[config.mk]
export PLATFORM = sky130hd
export DESIGN_NAME = data_mem_ctrl_flat
export DESIGN_NICKNAME = d
export VERILOG_FILES = /design/src/rtl/data_mem_ctrl_if.sv /design/src/rtl/data_mem_ctrl.sv /design/src/flat_wrapper.sv
export SDC_FILE = /design/constraint.sdc
export NUM_CORES = 1
export LEC_CHECK = 0
export CORE_MARGIN = 5
export CORE_UTILIZATION = 30
export DETAILED_ROUTE_END_ITERATION = 8
export RECOVER_POWER = 100
export SLEW_MARGIN = 15
export SYNTH_ARGS = -nofsm -noshare
export SYNTH_HDL_FRONTEND = slang
export SYNTH_SLANG_ARGS = --single-unit
[constraint.sdc]
create_clock -name clk -period 3.8 [get_ports clk]
set_clock_uncertainty 0.15 [all_clocks]
set_input_delay 1.14 -clock clk [delete_from_list [all_inputs] [get_ports clk]]
set_output_delay 1.14 -clock clk [all_outputs]
set_load 0.1 [all_outputs]
[src/rtl/data_mem_ctrl_if.sv]
// Single-port data memory bus between the load/store controller (master) and the memory (slave).
interface data_mem_ctrl_if #(
  parameter int ADDR_W = 12
);
  logic              bus_req;
  logic              bus_we;
  logic [ADDR_W-1:0] bus_addr;
  logic [3:0]        bus_be;
  logic [31:0]       bus_wdata;
  logic [31:0]       bus_rdata;
  logic              bus_ack;

  modport master (
    output bus_req, bus_we, bus_addr, bus_be, bus_wdata,
    input  bus_rdata, bus_ack
  );

  modport slave (
    input  bus_req, bus_we, bus_addr, bus_be, bus_wdata,
    output bus_rdata, bus_ack
  );
endinterface

[src/rtl/data_mem_ctrl.sv]
// Memory-stage load/store controller: lane formatting, req/ack bus transaction with watchdog, load return.
// Optional build macro MISALIGN_TRAP_EN adds misalign_err and traps misaligned H/W accesses instead of aligning them.
module data_mem_ctrl #(
  parameter int ADDR_W    = 12,
  parameter int TIMEOUT_W = 8
) (
  input  logic        clk,
  input  logic        rstN,
  input  logic        req_valid,
  input  logic        mem_read,
  input  logic        mem_write,
  input  logic [2:0]  funct3,
  input  logic [31:0] addr,
  input  logic [31:0] wdata,
  output logic        mem_ready,
  output logic [31:0] rdata,
  output logic        rdata_valid,
  output logic        bus_err,
`ifdef MISALIGN_TRAP_EN
  output logic        misalign_err,
`endif
  data_mem_ctrl_if.master bus
);

  typedef enum logic [1:0] {ST_IDLE = 2'd0, ST_BUSY = 2'd1, ST_RESP = 2'd2} state_t;

  localparam logic [TIMEOUT_W-1:0] WD_ZERO = {TIMEOUT_W{1'b0}};
  localparam logic [TIMEOUT_W-1:0] WD_ONE  = {{(TIMEOUT_W-1){1'b0}}, 1'b1};
  localparam logic [TIMEOUT_W-1:0] WD_LAST = {{(TIMEOUT_W-1){1'b1}}, 1'b0};

  // Select the addressed lane and extend; funct3 011/110/111 fall through to a full word.
  function automatic logic [31:0] fmt_load(input logic [2:0] f3, input logic [1:0] lane, input logic [31:0] word);
    logic [7:0]  b;
    logic [15:0] h;
    b = word[{lane, 3'b000} +: 8];
    h = lane[1] ? word[31:16] : word[15:0];
    case (f3)
      3'b000:  fmt_load = {{24{b[7]}}, b};
      3'b100:  fmt_load = {24'h000000, b};
      3'b001:  fmt_load = {{16{h[15]}}, h};
      3'b101:  fmt_load = {16'h0000, h};
      default: fmt_load = word;
    endcase
  endfunction

  state_t              state_q, state_d;
  logic                is_load_q, is_load_d;
  logic [2:0]          funct3_q, funct3_d;
  logic [1:0]          lane_q, lane_d;
  logic [TIMEOUT_W-1:0] wd_q, wd_d;
  logic                mem_ready_q, mem_ready_d;
  logic [31:0]         rdata_q, rdata_d;
  logic                rdata_valid_q, rdata_valid_d;
  logic                bus_err_q, bus_err_d;
  logic                bus_req_q, bus_req_d;
  logic                bus_we_q, bus_we_d;
  logic [ADDR_W-1:0]   bus_addr_q, bus_addr_d;
  logic [3:0]          bus_be_q, bus_be_d;
  logic [31:0]         bus_wdata_q, bus_wdata_d;
  logic [3:0]          st_be_s;
  logic [31:0]         st_wdata_s;
  logic                unused_addr_s;
`ifdef MISALIGN_TRAP_EN
  logic                misalign_q, misalign_d;
  logic                misalign_err_q, misalign_err_d;
  logic                mis_s;
`endif

  assign unused_addr_s = ^addr[31:ADDR_W+2];

  // Store lane steering; misaligned H/W simply drop the low address bits.
  always_comb begin
    st_be_s    = 4'b1111;
    st_wdata_s = wdata;
    case (funct3[1:0])
      2'b00: begin
        st_be_s    = 4'b0001 << addr[1:0];
        st_wdata_s = {4{wdata[7:0]}};
      end
      2'b01: begin
        st_be_s    = addr[1] ? 4'b1100 : 4'b0011;
        st_wdata_s = {2{wdata[15:0]}};
      end
      default: begin
        st_be_s    = 4'b1111;
        st_wdata_s = wdata;
      end
    endcase
  end

`ifdef MISALIGN_TRAP_EN
  // Halfword needs addr[0]=0; any word-sized access needs addr[1:0]=0.
  always_comb begin
    mis_s = ((funct3[1:0] == 2'b01) && addr[0]) || (funct3[1] && (addr[1:0] != 2'b00));
  end
`endif

  // Next-state and next-output computation for the IDLE/BUSY/RESP controller.
  always_comb begin
    state_d       = state_q;
    is_load_d     = is_load_q;
    funct3_d      = funct3_q;
    lane_d        = lane_q;
    wd_d          = wd_q;
    mem_ready_d   = mem_ready_q;
    rdata_d       = rdata_q;
    rdata_valid_d = 1'b0;
    bus_err_d     = 1'b0;
    bus_req_d     = bus_req_q;
    bus_we_d      = bus_we_q;
    bus_addr_d    = bus_addr_q;
    bus_be_d      = bus_be_q;
    bus_wdata_d   = bus_wdata_q;
`ifdef MISALIGN_TRAP_EN
    misalign_d     = misalign_q;
    misalign_err_d = 1'b0;
`endif
    case (state_q)
      ST_IDLE: begin
        mem_ready_d = 1'b1;
        if (req_valid && (mem_read || mem_write)) begin
          state_d     = ST_BUSY;
          is_load_d   = mem_read;
          funct3_d    = funct3;
          lane_d      = addr[1:0];
          wd_d        = WD_ZERO;
          mem_ready_d = 1'b0;
          bus_we_d    = ~mem_read;
          bus_addr_d  = addr[ADDR_W+1:2];
          bus_be_d    = mem_read ? 4'b1111 : st_be_s;
          bus_wdata_d = mem_read ? 32'h0000_0000 : st_wdata_s;
`ifdef MISALIGN_TRAP_EN
          misalign_d  = mis_s;
          bus_req_d   = ~mis_s;
`else
          bus_req_d   = 1'b1;
`endif
        end else begin
          state_d = ST_IDLE;
        end
      end
      ST_BUSY: begin
`ifdef MISALIGN_TRAP_EN
        if (misalign_q) begin
          state_d        = ST_RESP;
          mem_ready_d    = 1'b1;
          bus_req_d      = 1'b0;
          rdata_d        = 32'h0000_0000;
          rdata_valid_d  = is_load_q;
          misalign_err_d = 1'b1;
        end else
`endif
        if (bus.bus_ack) begin
          state_d       = ST_RESP;
          mem_ready_d   = 1'b1;
          bus_req_d     = 1'b0;
          rdata_valid_d = is_load_q;
          rdata_d       = is_load_q ? fmt_load(funct3_q, lane_q, bus.bus_rdata) : rdata_q;
        end else if (wd_q == WD_LAST) begin
          // Watchdog expiry abandons the transaction and clears the load result.
          state_d       = ST_RESP;
          wd_d          = wd_q + WD_ONE;
          mem_ready_d   = 1'b1;
          bus_req_d     = 1'b0;
          rdata_d       = 32'h0000_0000;
          rdata_valid_d = is_load_q;
          bus_err_d     = 1'b1;
        end else begin
          wd_d = wd_q + WD_ONE;
        end
      end
      ST_RESP: begin
        state_d     = ST_IDLE;
        mem_ready_d = 1'b1;
      end
      default: begin
        state_d     = ST_IDLE;
        mem_ready_d = 1'b1;
        bus_req_d   = 1'b0;
      end
    endcase
  end

  // State and registered-output flops; reset aborts any transaction immediately.
  always_ff @(posedge clk or negedge rstN) begin
    if (!rstN) begin
      state_q       <= ST_IDLE;
      is_load_q     <= 1'b0;
      funct3_q      <= 3'b000;
      lane_q        <= 2'b00;
      wd_q          <= WD_ZERO;
      mem_ready_q   <= 1'b1;
      rdata_q       <= 32'h0000_0000;
      rdata_valid_q <= 1'b0;
      bus_err_q     <= 1'b0;
      bus_req_q     <= 1'b0;
      bus_we_q      <= 1'b0;
      bus_addr_q    <= {ADDR_W{1'b0}};
      bus_be_q      <= 4'b0000;
      bus_wdata_q   <= 32'h0000_0000;
`ifdef MISALIGN_TRAP_EN
      misalign_q     <= 1'b0;
      misalign_err_q <= 1'b0;
`endif
    end else begin
      state_q       <= state_d;
      is_load_q     <= is_load_d;
      funct3_q      <= funct3_d;
      lane_q        <= lane_d;
      wd_q          <= wd_d;
      mem_ready_q   <= mem_ready_d;
      rdata_q       <= rdata_d;
      rdata_valid_q <= rdata_valid_d;
      bus_err_q     <= bus_err_d;
      bus_req_q     <= bus_req_d;
      bus_we_q      <= bus_we_d;
      bus_addr_q    <= bus_addr_d;
      bus_be_q      <= bus_be_d;
      bus_wdata_q   <= bus_wdata_d;
`ifdef MISALIGN_TRAP_EN
      misalign_q     <= misalign_d;
      misalign_err_q <= misalign_err_d;
`endif
    end
  end

  assign mem_ready     = mem_ready_q;
  assign rdata         = rdata_q;
  assign rdata_valid   = rdata_valid_q;
  assign bus_err       = bus_err_q;
  assign bus.bus_req   = bus_req_q;
  assign bus.bus_we    = bus_we_q;
  assign bus.bus_addr  = bus_addr_q;
  assign bus.bus_be    = bus_be_q;
  assign bus.bus_wdata = bus_wdata_q;
`ifdef MISALIGN_TRAP_EN
  assign misalign_err  = misalign_err_q;
`endif

endmodule
[src/flat_wrapper.sv]
// flat-port wrapper written by rule: the top's interface ports become plain ports
module data_mem_ctrl_flat 
#(
  parameter int ADDR_W    = 12,
  parameter int TIMEOUT_W = 8
)
  (clk, rstN, req_valid, mem_read, mem_write, funct3, addr, wdata, mem_ready, rdata, rdata_valid, bus_err, bus_bus_req, bus_bus_we, bus_bus_addr, bus_bus_be, bus_bus_wdata, bus_bus_rdata, bus_bus_ack);
  data_mem_ctrl_if #(.ADDR_W(ADDR_W)) bus_i ();
  input  logic clk;
  input  logic rstN;
  input  logic req_valid;
  input  logic mem_read;
  input  logic mem_write;
  input  logic [2:0] funct3;
  input  logic [31:0] addr;
  input  logic [31:0] wdata;
  output logic mem_ready;
  output logic [31:0] rdata;
  output logic rdata_valid;
  output logic bus_err;
  output wire logic [$bits(bus_i.bus_req)-1:0] bus_bus_req;
  output wire logic [$bits(bus_i.bus_we)-1:0] bus_bus_we;
  output wire logic [$bits(bus_i.bus_addr)-1:0] bus_bus_addr;
  output wire logic [$bits(bus_i.bus_be)-1:0] bus_bus_be;
  output wire logic [$bits(bus_i.bus_wdata)-1:0] bus_bus_wdata;
  input wire logic [$bits(bus_i.bus_rdata)-1:0] bus_bus_rdata;
  input wire logic [$bits(bus_i.bus_ack)-1:0] bus_bus_ack;
  assign bus_bus_req = bus_i.bus_req;
  assign bus_bus_we = bus_i.bus_we;
  assign bus_bus_addr = bus_i.bus_addr;
  assign bus_bus_be = bus_i.bus_be;
  assign bus_bus_wdata = bus_i.bus_wdata;
  assign bus_i.bus_rdata = bus_bus_rdata;
  assign bus_i.bus_ack = bus_bus_ack;
  data_mem_ctrl #(.ADDR_W(ADDR_W), .TIMEOUT_W(TIMEOUT_W)) u_core (.clk(clk), .rstN(rstN), .req_valid(req_valid), .mem_read(mem_read), .mem_write(mem_write), .funct3(funct3), .addr(addr), .wdata(wdata), .mem_ready(mem_ready), .rdata(rdata), .rdata_valid(rdata_valid), .bus_err(bus_err), .bus(bus_i));
endmodule
==> impl_metrics.csv, run 1 <==
group,metric,value,unit
clocking,cts-buffers-inserted,9,
grt,grt_usage,0.163,
yosys,synthesis.area,4800,µm²
yosys,synth.net_count,581,
place,postPlaceCellArea,6520,µm²
grt,grt_antenna_before_repair,1,
route,drt_drc_violations_left,0,
route,route.detailed.vias_per_inst,4.91,
grt,wire_length_of_the_first_global_routing_pass,23.5,mm
clocking,clock_latency_at_the_later_pin_of_the_worst_skew_pair,350,ps
critical_path,critical-path-slowest-cell,"dlygate4sd3_1",
run_status,run_status,"finished clean",
route,via_count,4203,
critical_path,worstReg2RegEnd,"u_core.rdata[14]$_DFFE_PN0P_",
critical_path,worst_ep_arrival_time,3240,ps
critical_path,timing.critical_path.fanout_max,32,
finish,final_core_utilization,0.412,
critical_path,crit_path_start_kind,"primary input",
finish,layout.area.seq,2530,µm²
timing,tightestPinTransition,1340,ps
critical_path,setup.worst_path.class,"in2reg",
route,dr_wl_met2,6.47,mm
timing,timing.final.crit_share,0.832,
critical_path,worstSetupEndpointType,"flop",
yosys,number_of_unique_standard_cell_types_used_by_synthesis,48,
floorplan,boundaryPins,190,
critical_path,ff2ff_path_depth,4,
clocking,clockRootBuffer,"clkbuf_16",
timing,setup-violations-final,0,
finish,final.fill_count,1638,
yosys,ys_warn_count,0,
yosys,synth_top_area_frac,0.521,
yosys,post_synth_mux_area_share,0.0644,
power,power_per_cell_area,924,nW/µm²
timing,timing.final.ws_setup,639,ps
yosys,yosys.area_share.simple,0.175,
grt,pin_count_of_the_biggest_net_entering_global_routing,52,
clocking,cts_resized,0,
power,maximum_vdd_drop,447,µV
yosys,synth-main-ff-cell,"dfrtp_1",
critical_path,reg2reg_from,"u_core.lane_q[1]$_DFFE_PN0P_",
critical_path,worst_ep_required_time,3880,ps
yosys,yosysTopAreaCell,"dfrtp_1",
yosys,synth_compound_gate_area_share,0.179,
route,detail_route.wirelength,14.9,mm
yosys,ys_ff_latch,101,
route,avgRoutedWirePerCell,17.4,µm
critical_path,crit_path_start,"bus_bus_ack",
timing,setup_repair_after_global_routing_missed_its_margin,"no",
yosys,synth_adder_area_share,0.00521,
yosys,async_reset_ff_frac,1.00,
clocking,tritoncts,"built",
floorplan,fp.coreArea,15800,µm²
grt,overflow,0,
critical_path,cp_cell_sequence,"dlygate4sd3_1 -> nor3b_4 -> a41oi_1 -> clkbuf_2 -> a221o_1",
critical_path,cp_slowest_stage_delay,620,ps
route,drt_pre_antenna_iters,5,
clocking,clock-sinks,101,
timing,maxSlewHeadroom,0.107,
yosys,syn_avg_cell_area,10.1,µm²
clocking,max-clock-path-buffers,2,
min_path,worstHoldPathType,"reg2reg",
route,postRouteAntennaNets,0,
timing,timing_max_transition_violations_final,0,
yosys,synth-seq-area-share,0.527,
clocking,level_count_of_the_clock_h_tree,3,
yosys,synthMostInstantiatedCell,"nand2_1",
power,total_leakage_power,2.81,nW
finish,layout-area-overhead-vs-synth,35.3,%
route,first_iter_violations,267,
yosys,synth.cells.most_frequent,"102 x nand2_1, 100 x dfrtp_1, 35 x o21ai_0",
timing,fin_crit,3160,ps
critical_path,cp-endpoint,"u_core.rdata[17]$_DFFE_PN0P_",
yosys,synth.top_cells.by_area,"dfrtp_1 52%, nand2_1 8.0%, mux2i_1 5.2%",
route,met3_length,1.66,mm
floorplan,die-width,137,µm
finish,multiInputGateArea,2070,µm²
finish,drive_above_1_share,0.0595,
finish,design_area,6500,µm²
grt,first_global_vias,4270,
clocking,post_cts.repair.setup_buffers,0,
yosys,synth_top_family_by_area,"compound AO/OA/AOI/OAI gates",
place,count_of_buffers_from_port_buffering,171,
place,dp_slack,643,ps
yosys,syn_inst,474,
route,topRoutingLayerUsed,"met4",
floorplan,die_h,137,µm
yosys,synth-edff-count,0,
timing,final.setup.tns,0,ps
timing,tightest_hold_margin,322,ps
clocking,clk_transition_reported_paths,70,ps
run,max_cap_violations,0,
route,wl_met1,6.53,mm
floorplan,design.die.area,18600,µm²
place,dp.final_hpwl,11.0,mm
finish,fin_nets,741,
yosys,post_synth_xor_area_fraction,0.0109,
place,gp_congestion,0.854,
timing,final-hold-violation-count,0,
floorplan,fp-row-count,46,
clocking,number_of_buffers_inserted_by_hold_repair_at_cts,0,
critical_path,reg2reg_setup_slack,1390,ps
timing,max_clock_freq,0.316,GHz
floorplan,floorplan.initialDensity,0.304,
## how the worst min path moves through the flow
stage                                             start                             endpoint  slack (ps)  cells after the start
floorplan                  u_core.is_load_q$_DFFE_PN0P_         u_core.is_load_q$_DFFE_PN0P_         300                      2
global placement    u_core.bus.bus_wdata[4]$_DFFE_PN0P_  u_core.bus.bus_wdata[4]$_DFFE_PN0P_         300                      2
detailed placement  u_core.bus.bus_wdata[7]$_DFFE_PN0P_  u_core.bus.bus_wdata[7]$_DFFE_PN0P_         310                      2
CTS                 u_core.bus.bus_wdata[7]$_DFFE_PN0P_  u_core.bus.bus_wdata[7]$_DFFE_PN0P_         330                      2
global route        u_core.bus.bus_wdata[6]$_DFFE_PN0P_  u_core.bus.bus_wdata[6]$_DFFE_PN0P_         350                      2
finish              u_core.bus.bus_wdata[7]$_DFFE_PN0P_  u_core.bus.bus_wdata[7]$_DFFE_PN0P_         320                      2
## power breakdown
group	internal [mW]	leakage, nW	switching (mW)	total (mW)
logic	0.520	1.37	2.79	3.31
registers	1.41	1.29	0.263	1.67
clock network	0.600	0.156	0.425	1.03
## worst max-delay path, delay by kind of cell
kind | cells | cell delay, ps
and+or+nand+nor | 1 | 360
AOI/OAI and AO/OA | 2 | 650
buffers and inverters | 2 | 1070
## metal layers
layer  vias up  global-route usage
li1       2004                   -
met1      2001               0.212
met2       182               0.245
met3        16              0.0706
met4         0              0.0510
met5         -                   0
## cell type report
type                       instances  share of cell area
antenna                            1            0.000385
clock buffer                      10              0.0368
clock inverter                     6              0.0143
inverter                           3             0.00173
multi-input combinational        336               0.319
sequential                       101               0.389
tap                              216              0.0416
timing repair buffer             183               0.197
## state kept, by name (all words and copies together) (netlist names)
signal and cells:
u_core.bus.bus_wdata 32, u_core.rdata 32, u_core.bus.bus_addr 12, u_core.wd_q 8
u_core.bus.bus_be 4, u_core.funct3_q 3, u_core.lane_q 2, u_core.state_q 2
u_core.bus.bus_req 1, u_core.bus.bus_we 1, u_core.bus_err 1, u_core.is_load_q 1
u_core.mem_ready 1, u_core.rdata_valid 1
## through the flow
stage | power [mW] | std cells
after floorplan | 4.43 | 474
after global placement | 5.27 | 839
after detailed placement | 5.30 | 839
after CTS | 6.35 | 855
after global routing | 6.29 | 856
final | 6.01 | 856
## cell usage in the layout (no fill, tap or decap), types with 5 or more instances in the layout
cell,instances
nand2_1,102
dfrtp_1,100
clkbuf_1,87
clkdlybuf4s50_1,83
o21ai_0,38
mux2i_1,25
nor2_1,22
a221o_1,16
o31ai_1,16
a21oi_1,14
nand2b_1,11
nand3b_1,10
clkbuf_16,9
nor2b_1,8
a32o_1,8
a211oi_1,7
a211o_1,7
o22ai_1,7
nand3_1,6
buf_4,6
xor2_1,5
## cells by family (layout without fill, tap and decap cells)
group / count (synthesis) / count (layout)
compound gates: 122 / 122
xor+xnor: 6 / 6
fa+ha+maj: 2 / 2
buf+inv: 37 / 202
flops: 101 / 101
mux: 29 / 29
other cells: 0 / 1
simple gates: 177 / 177
No activity file was read; power rests on OpenSTA's default activity.
==> inputs of run 2 (changes only) <==
==> constraint.sdc (replaced) <==
create_clock -name clk -period 2.95 [get_ports clk]
set_clock_uncertainty 0.15 [all_clocks]
set_input_delay 0.885 -clock clk [delete_from_list [all_inputs] [get_ports clk]]
set_output_delay 0.885 -clock clk [all_outputs]
set_load 0.1 [all_outputs]
==> run 2 against run 1 <==
The run now ends with max-capacitance violations, max-slew violations left; highest routed layer is now met5; final cell count is 0.58% higher; sequential share of layout area shrank 0.53 points; core utilization increased by 0.56 points; power up 30%; via count grew 2.7%; die area stayed put; worst hold slack gained 5.0 ps; flip-flop and latch count did not move; non-clock buffer count is 6 higher; clock power rose by 26%; worst setup slack got worse by 330 ps.
==> impl_metrics.csv, run 2 (synthesis gave the netlist of run 1 again) <==
group,metric,value,unit
timing,setup-violations-final,0,
route,via_count,4315,
floorplan,fp-row-count,46,
route,postRouteAntennaNets,0,
route,first_iter_violations,260,
finish,design_area,6590,µm²
finish,fin_nets,747,
clocking,max-clock-path-buffers,2,
critical_path,setup.worst_path.class,"in2reg",
grt,first_global_vias,4385,
timing,fin_crit,2640,ps
critical_path,cp_slowest_stage_delay,740,ps
timing,timing_max_transition_violations_final,31,
critical_path,worstSetupEndpointType,"flop",
clocking,number_of_buffers_inserted_by_hold_repair_at_cts,0,
clocking,cts-buffers-inserted,9,
min_path,worstHoldPathType,"reg2reg",
timing,final-hold-violation-count,0,
critical_path,critical_path.top_delay_family,"simple AND/OR/NAND/NOR gates",
route,drt_drc_violations_left,0,
floorplan,fp.coreArea,15800,µm²
grt,grt_usage,0.162,
finish,drive_above_1_share,0.127,
critical_path,worst_ep_required_time,3080,ps
critical_path,critical-path-slowest-cell,"nor4b_4",
run,max_cap_violations,1,
critical_path,path_buf_inv,1,
grt,grt_antenna_before_repair,1,
grt,overflow,0,
finish,layout-area-overhead-vs-synth,37.2,%
clocking,cts_resized,0,
critical_path,reg2reg_setup_slack,880,ps
grt,wire_length_of_the_first_global_routing_pass,23.5,mm
clocking,post_cts.repair.setup_buffers,0,
route,route.detailed.vias_per_inst,5.01,
grt,pin_count_of_the_biggest_net_entering_global_routing,53,
floorplan,die_h,137,µm
place,gp_congestion,0.873,
route,drt_pre_antenna_iters,4,
finish,num_antenna_cells,0,
floorplan,boundaryPins,190,
timing,maxSlewHeadroom,-0.165,
run_status,run_status,"finished, violations left",
power,p_total,7.80,mW
power,power_per_cell_area,1180,nW/µm²
place,postPlaceCellArea,6570,µm²
critical_path,cp_cell_sequence,"dlygate4sd3_1 -> mux2_1 -> mux2i_1 -> nor4b_4 -> a221o_1",
critical_path,timing.critical_path.fanout_max,16,
timing,setup_repair_after_global_routing_missed_its_margin,"no",
clocking,clock-sinks,101,
place,count_of_buffers_from_port_buffering,171,
timing,tightestPinTransition,1750,ps
timing,max_clock_freq,0.379,GHz
finish,leading_cell_type_in_the_layout_fill_and_taps_excluded,"nand2_1",
floorplan,floorplan.initialDensity,0.304,
place,dp.final_hpwl,11.3,mm
critical_path,crit_path_start_kind,"primary input",
route,detail_route.wirelength,15.2,mm
floorplan,die-width,137,µm
floorplan,design.die.area,18600,µm²
route,avgRoutedWirePerCell,17.6,µm
power,total_leakage_power,2.97,nW
finish,final_cell_mix,"102 x nand2_1, 100 x dfrtp_1, 81 x clkdlybuf4s50_1, 47 x clkbuf_2, 43 x clkbuf_1",
clocking,clockRootBuffer,"clkbuf_16",
critical_path,worst_ep_arrival_time,2770,ps
clocking,clk_transition_reported_paths,70,ps
run_status,violated_checks,"max-capacitance violations, max-slew violations",
clocking,tritoncts,"built",
clocking,level_count_of_the_clock_h_tree,3,
timing,timing.final.crit_share,0.895,
power,maximum_vdd_drop,518,µV
clocking,clock_latency_at_the_later_pin_of_the_worst_skew_pair,350,ps
-- run 2: layout make-up --
class / count / area [µm²]
fillers: 1615 / 9190
flip-flops and latches: 101 / 2530
multi-input cells: 336 / 2060
repair buffers: 189 / 1390
well taps: 216 / 270
clock buffers: 9 / 225
clock inverters: 7 / 98.8
inverters: 3 / 11.3
-- run 2: final timing paths --
path	startpoint	endpoint	depth (start not counted)
max in group asynchronous	rstN	u_core.bus.bus_wdata[18]$_DFFE_PN0P_	2
worst max-delay path	bus_bus_rdata[31]	u_core.rdata[16]$_DFFE_PN0P_	5
min in group asynchronous	rstN	u_core.rdata[2]$_DFFE_PN0P_	1
worst min register to register	u_core.bus.bus_wdata[7]$_DFFE_PN0P_	u_core.bus.bus_wdata[7]$_DFFE_PN0P_	2
worst max register to register	u_core.state_q[0]$_DFFE_PN0P_	u_core.bus.bus_wdata[1]$_DFFE_PN0P_	5
worst min-delay path	u_core.bus.bus_wdata[7]$_DFFE_PN0P_	u_core.bus.bus_wdata[7]$_DFFE_PN0P_	2
-- run 2: report_power, final --
| part | total (mW) | switching, mW | internal [mW] |
|---|---|---|---|
| clock network | 1.30 | 0.553 | 0.747 |
| logic | 4.41 | 3.67 | 0.734 |
| registers | 2.09 | 0.282 | 1.81 |
| total | 7.80 | 4.51 | 3.29 |
-- run 2: tightest hold or removal path, cell delays in order, from the launching register on --
cell and delay [ps]:
dfrtp_1 350, nand2_1 50, nand2_1 50
-- run 2: layer usage --
| layer | track usage | routed length [µm] | up-vias |
|---|---|---|---|
| met5 | 0 | 7 | - |
| met4 | 0.0728 | 432 | 2 |
| met3 | 0.0574 | 1520 | 28 |
| met2 | 0.244 | 6620 | 196 |
| met1 | 0.210 | 6580 | 2067 |
| li1 | - | - | 2022 |
-- run 2: per-stage QoR --
step / cells / setup WS (ps) / TNS (ps) / hold slack (ps) / util
2_1_floorplan: 474 / 786 / 0 / 303 / -
3_3_place_gp: 845 / 52.1 / 0 / 303 / 0.417
3_5_place_dp: 845 / -3.73 / -3.73 / 315 / 0.417
4_1_cts: 861 / 388 / 0 / 321 / 0.437
5_1_grt: 861 / 141 / 0 / 352 / 0.418
6_report: 861 / 311 / 0 / 327 / 0.418
